[config.mk]
export PLATFORM = sky130hd
export DESIGN_NAME = pool_job_sequencer
export DESIGN_NICKNAME = d
export VERILOG_FILES = /design/src/rtl/pool_job_sequencer.sv
export SDC_FILE = /design/constraint.sdc
export NUM_CORES = 1
export LEC_CHECK = 0
export ABC_AREA = 0
export CAP_MARGIN = 5
export CORE_MARGIN = 2
export CORE_UTILIZATION = 57
export DETAILED_ROUTE_END_ITERATION = 8
export PLACE_DENSITY = 0.86
export SLEW_MARGIN = 20
export SYNTH_ARGS = -nofsm -noshare
export SYNTH_HDL_FRONTEND = slang
export SYNTH_SLANG_ARGS = --single-unit
[constraint.sdc]
create_clock -name clk -period 5.6 [get_ports clk]
set_input_delay 0.84 -clock clk [delete_from_list [all_inputs] [get_ports clk]]
set_output_delay 0.84 -clock clk [all_outputs]
set_load 0.02 [all_outputs]
[src/rtl/pool_job_sequencer.sv]
// pool_job_sequencer: job controller between UART RX/TX and the pooling engine
// Parses a mode header, loads IN_BYTES image bytes into the engine input BRAM,
// runs the engine, then streams OUT_BYTES results from its output BRAM to UART TX.
// Ports:
//   clk, reset           clock, async active-high reset
//   rx_valid, rx_data    received UART byte strobe and data
//   tx_ready             UART TX can accept a byte
//   tx_valid, tx_data    byte offered to UART TX
//   pool_rst             one-cycle engine reset at job start
//   pool_start           engine start, also engine BRAM port select (0 = external write)
//   pool_mode            pooling mode from the header
//   pool_done            engine finished
//   wbram, wbram_data,
//   wbram_addr           input BRAM write port
//   infer_addr,
//   infer_dout           output BRAM read port
//   busy                 job in progress
//   hdr_err              one-cycle pulse on a dropped bad header
//   seq_state            current state, for debug
module pool_job_sequencer #(
    parameter int         IN_BYTES  = 16384,
    parameter int         OUT_BYTES = 3969,
    parameter int         RD_LAT    = 3,
    parameter logic [5:0] HDR_TAG   = 6'b101010
) (
    input  logic        clk,
    input  logic        reset,
    input  logic        rx_valid,
    input  logic [7:0]  rx_data,
    input  logic        tx_ready,
    output logic        tx_valid,
    output logic [7:0]  tx_data,
    output logic        pool_rst,
    output logic        pool_start,
    output logic [1:0]  pool_mode,
    input  logic        pool_done,
    output logic        wbram,
    output logic [7:0]  wbram_data,
    output logic [13:0] wbram_addr,
    output logic [15:0] infer_addr,
    input  logic [7:0]  infer_dout,
    output logic        busy,
    output logic        hdr_err,
    output logic [2:0]  seq_state
);
    localparam logic [2:0] IDLE    = 3'd0;
    localparam logic [2:0] LOAD    = 3'd1;
    localparam logic [2:0] RUN     = 3'd2;
    localparam logic [2:0] FETCH   = 3'd3;
    localparam logic [2:0] WAIT_RD = 3'd4;
    localparam logic [2:0] SEND    = 3'd5;
    localparam int LW = $clog2(RD_LAT + 1);

    logic [2:0]    state;
    logic [13:0]   load_cnt;
    logic [15:0]   rd_cnt;
    logic [LW-1:0] lat_cnt;

    assign seq_state = state;

    always_ff @(posedge clk or posedge reset) begin
        if (reset) begin
            state      <= IDLE;
            tx_valid   <= 1'b0;
            tx_data    <= '0;
            pool_rst   <= 1'b0;
            pool_start <= 1'b0;
            pool_mode  <= '0;
            wbram      <= 1'b0;
            wbram_data <= '0;
            wbram_addr <= '0;
            infer_addr <= '0;
            busy       <= 1'b0;
            hdr_err    <= 1'b0;
            load_cnt   <= '0;
            rd_cnt     <= '0;
            lat_cnt    <= '0;
        end else begin
            pool_rst <= 1'b0;
            hdr_err  <= 1'b0;
            wbram    <= 1'b0;
            case (state)
                IDLE: if (rx_valid) begin
                    if (rx_data[7:2] == HDR_TAG) begin
                        pool_mode <= rx_data[1:0];
                        pool_rst  <= 1'b1;
                        load_cnt  <= '0;
                        busy      <= 1'b1;
                        state     <= LOAD;
                    end else
                        hdr_err <= 1'b1;
                end
                LOAD: begin
                    pool_start <= 1'b0;
                    if (rx_valid) begin
                        wbram      <= 1'b1;
                        wbram_data <= rx_data;
                        wbram_addr <= load_cnt;
                        load_cnt   <= load_cnt + 1'b1;
                        if (load_cnt == 14'(IN_BYTES - 1))
                            state <= RUN;
                    end
                end
                // pool_start rises only after the last write has left the write port
                RUN: begin
                    pool_start <= 1'b1;
                    if (pool_done) begin
                        rd_cnt     <= '0;
                        infer_addr <= '0;
                        state      <= FETCH;
                    end
                end
                // the address was already presented on entry, so FETCH counts toward RD_LAT
                FETCH: begin
                    infer_addr <= rd_cnt;
                    lat_cnt    <= '0;
                    state      <= WAIT_RD;
                end
                WAIT_RD: begin
                    lat_cnt <= lat_cnt + 1'b1;
                    if (lat_cnt == LW'(RD_LAT - 1)) begin
                        tx_data  <= infer_dout;
                        tx_valid <= 1'b1;
                        state    <= SEND;
                    end
                end
                SEND: if (tx_ready) begin
                    tx_valid <= 1'b0;
                    rd_cnt   <= rd_cnt + 1'b1;
                    if (rd_cnt == 16'(OUT_BYTES - 1)) begin
                        pool_start <= 1'b0;
                        busy       <= 1'b0;
                        state      <= IDLE;
                    end else begin
                        infer_addr <= rd_cnt + 1'b1;
                        state      <= FETCH;
                    end
                end
                default: state <= IDLE;
            endcase
        end
    end
endmodule

# --- Word-level counts from Yosys, hierarchy flattened ---
# Cells that the tools add are included.
# W data, S select, Z words.
word_totals:
  ff_bits: 89
  input_bits: 21
  word_cells: 91
op_classes:
  eq_ne: 18
  n_addsub: 3
  n_reduce_logical: 18
  muxes: 37
op_table:
  columns: ["operator", "count"]
  rows:
  - ["$mux W16", 4]
  - ["$pmux W16 S3", 1]
  - ["$mux W14", 3]
  - ["$pmux W16 S2", 1]
  - ["$pmux W14 S2", 1]
  - ["$mux W3", 7]
  - ["$ne A2 B2 Y1 const B", 9]
  - ["$pmux W3 S6", 1]
  - ["$add A16 B1 Y16 const B", 1]
  - ["$eq A16 B12 Y1 const B", 1]
  - ["$add A14 B1 Y14 const B", 1]
  - ["$eq A14 B14 Y1 const B", 1]
  - ["$mux W1", 14]
  - ["$reduce_and A3 Y1", 4]
  - ["$reduce_bool A2 Y1", 5]
  - ["$reduce_and A4 Y1", 2]
  - ["$reduce_and A7 Y1", 1]
  - ["$eq A3 B2 Y1 const B", 2]
  - ["$eq A3 B3 Y1 const B", 2]
  - ["$eq A6 B6 Y1 const B", 1]
  - ["$reduce_bool A3 Y1", 2]
  - ["$reduce_and A5 Y1", 1]
  - ["$pmux W1 S2", 2]
  - ["$pmux W2 S2", 1]
  - ["other kinds (7)", 8]

# --- Logic depth before layout (Yosys ltp) ---
# Gate-level depths: netlist of run 1.
depth:
  depth_word: 4
  depth_mapped: 8

# --- Worst setup path before layout of run 1 ---
# Ideal clock, no wire load.
synth_path:
  path_kind: "input to register"
  start: "in rx_data[6]"
  end: "reg pool_mode[0]"
  required_time_ns: 5.475
  path_stages: 4
  setup_ns: 0.125
  path_slack_ns: 3.533
  arrival_ns: 1.942
  n_path_buf: 0
  cell_sequence: "nand4bb_1 or2_1 nor4_4 mux2_2"
synth_via:
  elab_chain_len: 2
synth_rtl:
  columns: ["item", "line", "rtl"]
  rows:
  - ["start: declaration", "29", "input logic [7:0] rx_data,"]
  - ["$eq A6 B6 Y1", "84", "if (rx_data[7:2] == HDR_TAG) begin"]
  - ["$reduce_and A3 Y1 (no line)", null, null]
  - ["end signal: assignment", "85", "pool_mode <= rx_data[1:0];"]
  - ["end: declaration", "35", "output logic [1:0] pool_mode,"]
# Every way passes these cells.
# A chain may end at the register's enable or synchronous reset.

# --- Worst setup path after layout of run 1 ---
layout_path:
  start: "reg state[2] (netlist: seq_state[2])"
  end: "reg infer_addr[9]"
layout_via:
  elab_chain_len: 3
  word_cells_on_any_way: 9
layout_rtl:
  columns: ["item", "line", "rtl"]
  rows:
  - ["start: declaration", "54", "logic [2:0] state;"]
  - ["start signal: assignment", "63", "state <= IDLE;"]
  - ["start signal: assignment", "89", "state <= LOAD;"]
  - ["start signal: assignment", "101", "state <= RUN;"]
  - ["$eq A3 B3 Y1 or $eq A3 B2 Y1 (tied branches)", "82", "case (state)"]
  - ["$ne A2 B2 Y1 (no line) or $reduce_bool A3 Y1 (tied branches)", null, null]
  - ["$reduce_and A4 Y1 (no line)", null, null]
  - ["end signal: assignment", "115", "infer_addr <= rd_cnt;"]
  - ["end signal: assignment", "135", "infer_addr <= rd_cnt + 1'b1;"]
  - ["end: declaration", "40", "output logic [15:0] infer_addr,"]
# Parallel ways exist; a longest one is shown, timed or not.

==> results of run 1 <==
## state kept, by name (all words and copies together) (netlist names), 2 cells and up
| signal | cells |
|---|---|
| wbram_addr | 14 |
| rd_cnt | 16 |
| tx_data | 8 |
| pool_mode | 2 |
| wbram_data | 8 |
| seq_state | 3 |
| load_cnt | 14 |
| lat_cnt | 2 |
| infer_addr | 16 |
## final timing paths
check / startpoint / endpoint
setup / recovery: seq_state[2] / infer_addr[9]
hold / removal: infer_addr[11] / infer_addr[11]
setup reg to reg: seq_state[2] / infer_addr[9]
hold reg to reg: infer_addr[11] / infer_addr[11]
max in group asynchronous: reset / wbram_data[4]
min in group asynchronous: reset / tx_data[0]
## logic make-up (layout without fill, tap and decap cells)
kind of cell | Yosys count | in the layout | synth area share, %
buffers and inverters | 36 | 103 | 4.11
adder cells (fa/ha/maj) | 4 | 4 | 1.15
multiplexers | 34 | 34 | 8.80
XOR/XNOR | 12 | 12 | 2.42
flip-flops | 89 | 89 | 51.2
AND/OR/NAND/NOR | 130 | 130 | 17.1
AO/OA/AOI/OAI | 100 | 100 | 15.2
## per-layer routing
| layer | up-vias | GRT usage, % | share of wire, % |
|---|---|---|---|
| met5 | - | 0 | 0 |
| met4 | 0 | 9.09 | 1.9 |
| met3 | 20 | 5.48 | 7.9 |
| met2 | 166 | 40.5 | 49 |
| met1 | 1727 | 34.2 | 41 |
| li1 | 1606 | - | - |
## power groups by stage
stage                     logic [mW]  clock network (mW)  registers [mW]
after floorplan                0.539                   0            1.08
after detailed placement        1.05                   0           0.970
after global placement          1.02                   0           0.959
final                           1.06               0.475           0.963
after CTS                       1.06               0.473           0.959
after global routing            1.14               0.506           0.989
## cell usage after synthesis, drive strengths merged
cell and instances:
o41ai 1, nor3b 2, or4 1, or2 1, and3 5, nor3 6, o211ai 2, ha 4
o21a 10, o22ai 1, o311ai 7, and3b 2, inv 9, nor4b 1, a2bb2oi 1, o31ai 8
nand2b 6, nand3b 2, xnor2 6, a31oi 8, nand4 14, nor2b 2, and2 5, nand4bb 1
o21ai 37, o22a 1, a41oi 4, nand3 11, a21oi 15, nand2 21, a22oi 1, xor2 6
or3 3, nor2 35, dfrtp 89, and4 5, a21boi 1, a311oi 2, or3b 1, nor4 6
mux2 34, o31a 1, buf 20, clkbuf 7
## critical path, cell delays in order, from the launching register on
cell	delay [ns]
dfrtp_1	0.66
and3b_1	0.51
nand2_1	0.43
o22ai_4	0.74
o311ai_0	0.28
o21a_1	0.17
## cell type report
class	count	area [µm²]	share of cell area (%)
flip-flops and latches	89	2230	41.8
well taps	99	124	2.32
repair buffers	78	778	14.6
multi-input cells	280	1950	36.6
clock inverters	3	46.3	0.869
clock buffers	13	169	3.17
inverters	9	35.0	0.657
## layout by cell type (no fill, tap or decap), drive strengths merged, types with 8 or more instances in the layout
cell type,netlist,layout
dfrtp,89,89
o21a,10,10
nor2,35,35
mux2,34,34
clkdlybuf4s50,0,77
nand2,21,21
a21oi,15,15
inv,9,9
o21ai,37,37
o31ai,8,8
clkbuf,7,13
nand4,14,14
nand3,11,11
a31oi,8,8
## stage by stage
| step | power (mW) | hold WS (ns) | worst slack [ns] | cells |
|---|---|---|---|---|
| 2_1_floorplan | 1.62 | 0.481 | 2.45 | 405 |
| 3_3_place_gp | 1.98 | 0.475 | 2.61 | 555 |
| 3_5_place_dp | 2.02 | 0.479 | 2.54 | 555 |
| 4_1_cts | 2.49 | 0.499 | 2.81 | 571 |
| 5_1_grt | 2.64 | 0.521 | 2.55 | 571 |
| 6_report | 2.49 | 0.493 | 2.69 | 571 |
==> flow_metrics.py, run 1 <==
metrics = {
    "cts": {
        "post-cts-setup-buffers": 0,
        "clk_latency_ns": 0.37,
        "cts-root-buf": "clkbuf_8",
        "clk_pin_slew_worst_paths_ns": 0.08,
        "clkSinkCount": 89,
        "cts_max_level": 3,
        "ctsResizeCount": 0,
        "numCtsBuffers": 9,
        "holdBufCountCts": 0,
        "cts_buffer_depth": 2,
        "cts_tree": "done",
    },
    "pwr": {
        "switching_share_pct": 38.4,
        "power.density_nw_per_um2": 468,
        "power.leakage_nw": 2.22,
        "p_sw_uw": 957,
        "power_frac_comb_pct": 42.4,
        "ir_drop_v": 0.000296,
        "clockPowerShare_pct": 19.0,
        "seqPwrFrac_pct": 38.6,
        "internal_power_mw": 1.54,
    },
    "place": {
        "dp_hpwl_um": 6670,
        "placed_area_um2": 5110,
        "port_buffers": 77,
        "gp_congestion": 0.900,
    },
    "cells_and_area": {
        "fillers": 501,
        "n_antenna_cell": 0,
        "layout.nets": 492,
        "post-route-util_pct": 72.7,
        "area_growth_pct": 22.6,
        "drive_gt1_share_pct": 13.6,
        "stdcell_area_um2": 5330,
    },
    "critical_path": {
        "path_class": "flip-flop to flip-flop",
        "reg2reg_setup_slack_ns": 2.69,
        "cp_max_fo": 31,
        "crit_arrival_ns": 3.16,
        "required_ns": 5.85,
        "start_kind": "flip-flop",
        "endpoint_kind": "flip-flop",
        "ff2ff_path_depth": 5,
    },
    "detailed_routing": {
        "vias_per_cell": 6.16,
        "vias": 3519,
        "drtPass1Iterations": 5,
        "drt-total-wl_um": 9980,
        "drt_iter0_markers": 333,
        "drc": 0,
        "drt-wirelength-per-cell_um": 17.5,
        "ant_nets": 0,
    },
    "die": {
        "die_area_um2": 8340,
        "io_pins": 78,
        "die_w_um": 91.4,
        "row_count": 31,
        "design.core.area_um2": 7330,
        "initial_utilization_pct": 59.3,
        "dieHeight_um": 91.4,
    },
    "synthesis": {
        "avgSynthCellArea_um2": 10.7,
        "synth_seq_cells": 89,
        "netlist_instances": 405,
        "synth_top_area_share_pct": 51.2,
        "yosysTopAreaCell": "dfrtp_1",
        "synth_warnings": 0,
        "synthDistinctLibCells": 56,
        "synth_area_um2": 4350,
        "yosysSeqAreaShare_pct": 51.2,
        "syn_nets": 430,
        "synth_area_leaders": "dfrtp_1, mux2_2, o21ai_0",
    },
    "timing": {
        "setup_viol": 0,
        "tightest_slew_ns": 1.02,
        "rsz0062_at_grt": "no",
        "final_max_slew_viol_count": 0,
        "period_needed_ns": 2.91,
        "fin_crit_sh_pct": 51.9,
        "hold_viol": 0,
        "slew_headroom_pct": 31.9,
        "clock_skew_ns": 0.0114,
        "max_freq_mhz": 344,
        "final.setup.tns_ns": 0,
    },
    "global_routing": {
        "grt_max_degree": 56,
        "overflow": 0,
        "grt_pass1_wl_um": 17000,
        "grt_usage_pct": 25.3,
        "grt_pass1_vias": 3439,
        "antenna_found_initial": 0,
    },
    "run": {
        "drv_cap": 0,
    },
    "hold_path": {
        "min_path_type": "flip-flop to flip-flop",
        "whs_path_depth": 1,
    },
    "outcome": {
        "status": "completed",
    },
}
Note: power is estimated with default switching activity, not from simulation.
==> run 2: changes to the inputs <==
--- a/config.mk
+++ b/config.mk
@@ -8,9 +8,9 @@
 export ABC_AREA = 0
 export CAP_MARGIN = 5
 export CORE_MARGIN = 2
-export CORE_UTILIZATION = 57
+export CORE_UTILIZATION = 48
 export DETAILED_ROUTE_END_ITERATION = 8
-export PLACE_DENSITY = 0.86
+export PLACE_DENSITY = 0.77
 export SLEW_MARGIN = 20
 export SYNTH_ARGS = -nofsm -noshare
 export SYNTH_HDL_FRONTEND = slang
==> constraint.sdc (replaced) <==
create_clock -name clk -period 2.35 [get_ports clk]
set_input_delay 0.3525 -clock clk [delete_from_list [all_inputs] [get_ports clk]]
set_output_delay 0.3525 -clock clk [all_outputs]
set_load 0.02 [all_outputs]
==> flow_metrics.py, run 2 (same netlist as run 1, synthesis figures left out) <==
metrics = {
    "outcome": {
        "status": "completed",
    },
    "critical_path": {
        "path_class": "flip-flop to output pin",
        "crit_arrival_ns": 1.74,
        "start_kind": "flip-flop",
        "endpoint_kind": "output pin",
        "required_ns": 2.00,
        "cp_max_fo": 10,
    },
    "cells_and_area": {
        "final_cell_mix": "dfrtp_1, clkdlybuf4s50_1, o21ai_0",
        "final_common_cell": "dfrtp_1",
        "area_growth_pct": 25.1,
        "drive_gt1_share_pct": 15.9,
        "n_antenna_cell": 0,
        "layout.nets": 505,
        "stdcell_area_um2": 5440,
        "top_regs": "infer_addr: 16 flops, rd_cnt: 16 flops",
    },
    "global_routing": {
        "grt_usage_pct": 20.5,
        "grt_pass1_vias": 3402,
        "grt_max_degree": 90,
        "grt_pass1_wl_um": 16400,
        "overflow": 0,
        "antenna_found_initial": 0,
    },
    "cts": {
        "holdBufCountCts": 0,
        "cts_tree": "done",
        "clkSinkCount": 89,
        "cts_buffer_depth": 2,
        "clk_pin_slew_worst_paths_ns": 0.09,
        "ctsResizeCount": 0,
        "numCtsBuffers": 9,
        "cts-root-buf": "clkbuf_8",
        "post-cts-setup-buffers": 0,
        "clk_latency_ns": 0.35,
        "cts_max_level": 3,
    },
    "pwr": {
        "internal_power_mw": 3.69,
        "power_frac_comb_pct": 45.4,
        "seqPwrFrac_pct": 37.0,
        "p_sw_mw": 2.26,
        "switching_share_pct": 38.0,
        "finalPower_mw": 5.95,
        "ir_drop_v": 0.000670,
        "power.leakage_nw": 2.27,
        "clockPowerShare_pct": 17.6,
        "power.density_nw_per_um2": 1090,
    },
    "run": {
        "drv_cap": 0,
    },
    "die": {
        "io_pins": 78,
        "design.core.area_um2": 8760,
        "row_count": 34,
        "dieHeight_um": 99.2,
        "die_area_um2": 9840,
        "initial_utilization_pct": 49.6,
        "die_w_um": 99.2,
    },
    "place": {
        "dp_hpwl_um": 6710,
        "port_buffers": 77,
        "pre_cts_ws_ns": 0.244,
        "placed_area_um2": 5250,
        "gp_congestion": 0.862,
    },
    "detailed_routing": {
        "vias": 3450,
        "drt_iter0_markers": 147,
        "drt-wirelength-per-cell_um": 16.4,
        "vias_per_cell": 5.82,
        "ant_nets": 0,
        "drc": 0,
        "drtPass1Iterations": 5,
        "drt-total-wl_um": 9710,
    },
    "timing": {
        "max_freq_mhz": 478,
        "period_needed_ns": 2.09,
        "fin_crit_sh_pct": 88.9,
        "slew_headroom_pct": 64.5,
        "clock_skew_ns": 0.00999,
        "tightest_slew_ns": 0.528,
        "setup_viol": 0,
        "rsz0062_at_grt": "no",
        "layout_setup_ws_ns": 0.260,
        "hold_viol": 0,
        "final.setup.tns_ns": 0,
        "final_max_slew_viol_count": 0,
    },
    "hold_path": {
        "min_path_type": "primary input to asynchronous set/reset pin",
    },
}
run 2: worst paths after layout:
path	startpoint	to	slack [ns]	cells past startpoint
max reg2reg	rd_cnt[0]	infer_addr[14]	0.32	6
max in group asynchronous	reset	infer_addr[13]	1.49	3
min in group clk	infer_addr[4]	infer_addr[4]	0.49	1
max	seq_state[2]	seq_state[2]	0.26	2
min	reset	tx_data[4]	0.46	3
min reg2reg	infer_addr[4]	infer_addr[4]	0.49	1
run 2: cell type report:
cell class | count | area, µm²
clock inverters | 6 | 67.6
multi-input cells | 280 | 1950
repair buffers | 91 | 901
fillers | 735 | 3320
well taps | 108 | 135
flip-flops and latches | 89 | 2230
inverters | 9 | 37.5
clock buffers | 10 | 128
run 2: power by group through the flow:
stage          logic [mW]  clock network (mW)  registers (mW)
2_1_floorplan        1.28                   0            2.57
3_3_place_gp         2.66                   0            2.22
3_5_place_dp         2.71                   0            2.24
4_1_cts              2.72                1.08            2.21
5_1_grt              2.93                1.14            2.26
6_report             2.70                1.05            2.20
run 2: critical path: stages (launching register included):
cell             delay (ns)
dfrtp_1                0.54
buf_4                  0.22
clkdlybuf4s50_1        0.62
run 2: per-layer routing:
layer  global-route usage, %  share of wire, %
met1                    26.9                42
met5                       0                 0
met3                    5.34               6.4
met2                    33.4                50
met4                    6.74               1.1
run 2: stage by stage:
| stage | std cells | util (%) | hold WS [ns] |
|---|---|---|---|
| after detailed placement | 577 | 59.9 | 0.479 |
| after global routing | 593 | 62.1 | 0.512 |
| after global placement | 577 | 59.9 | 0.472 |
| final | 593 | 62.1 | 0.464 |
| after floorplan | 405 | - | 0.481 |
| after CTS | 593 | 62.1 | 0.495 |
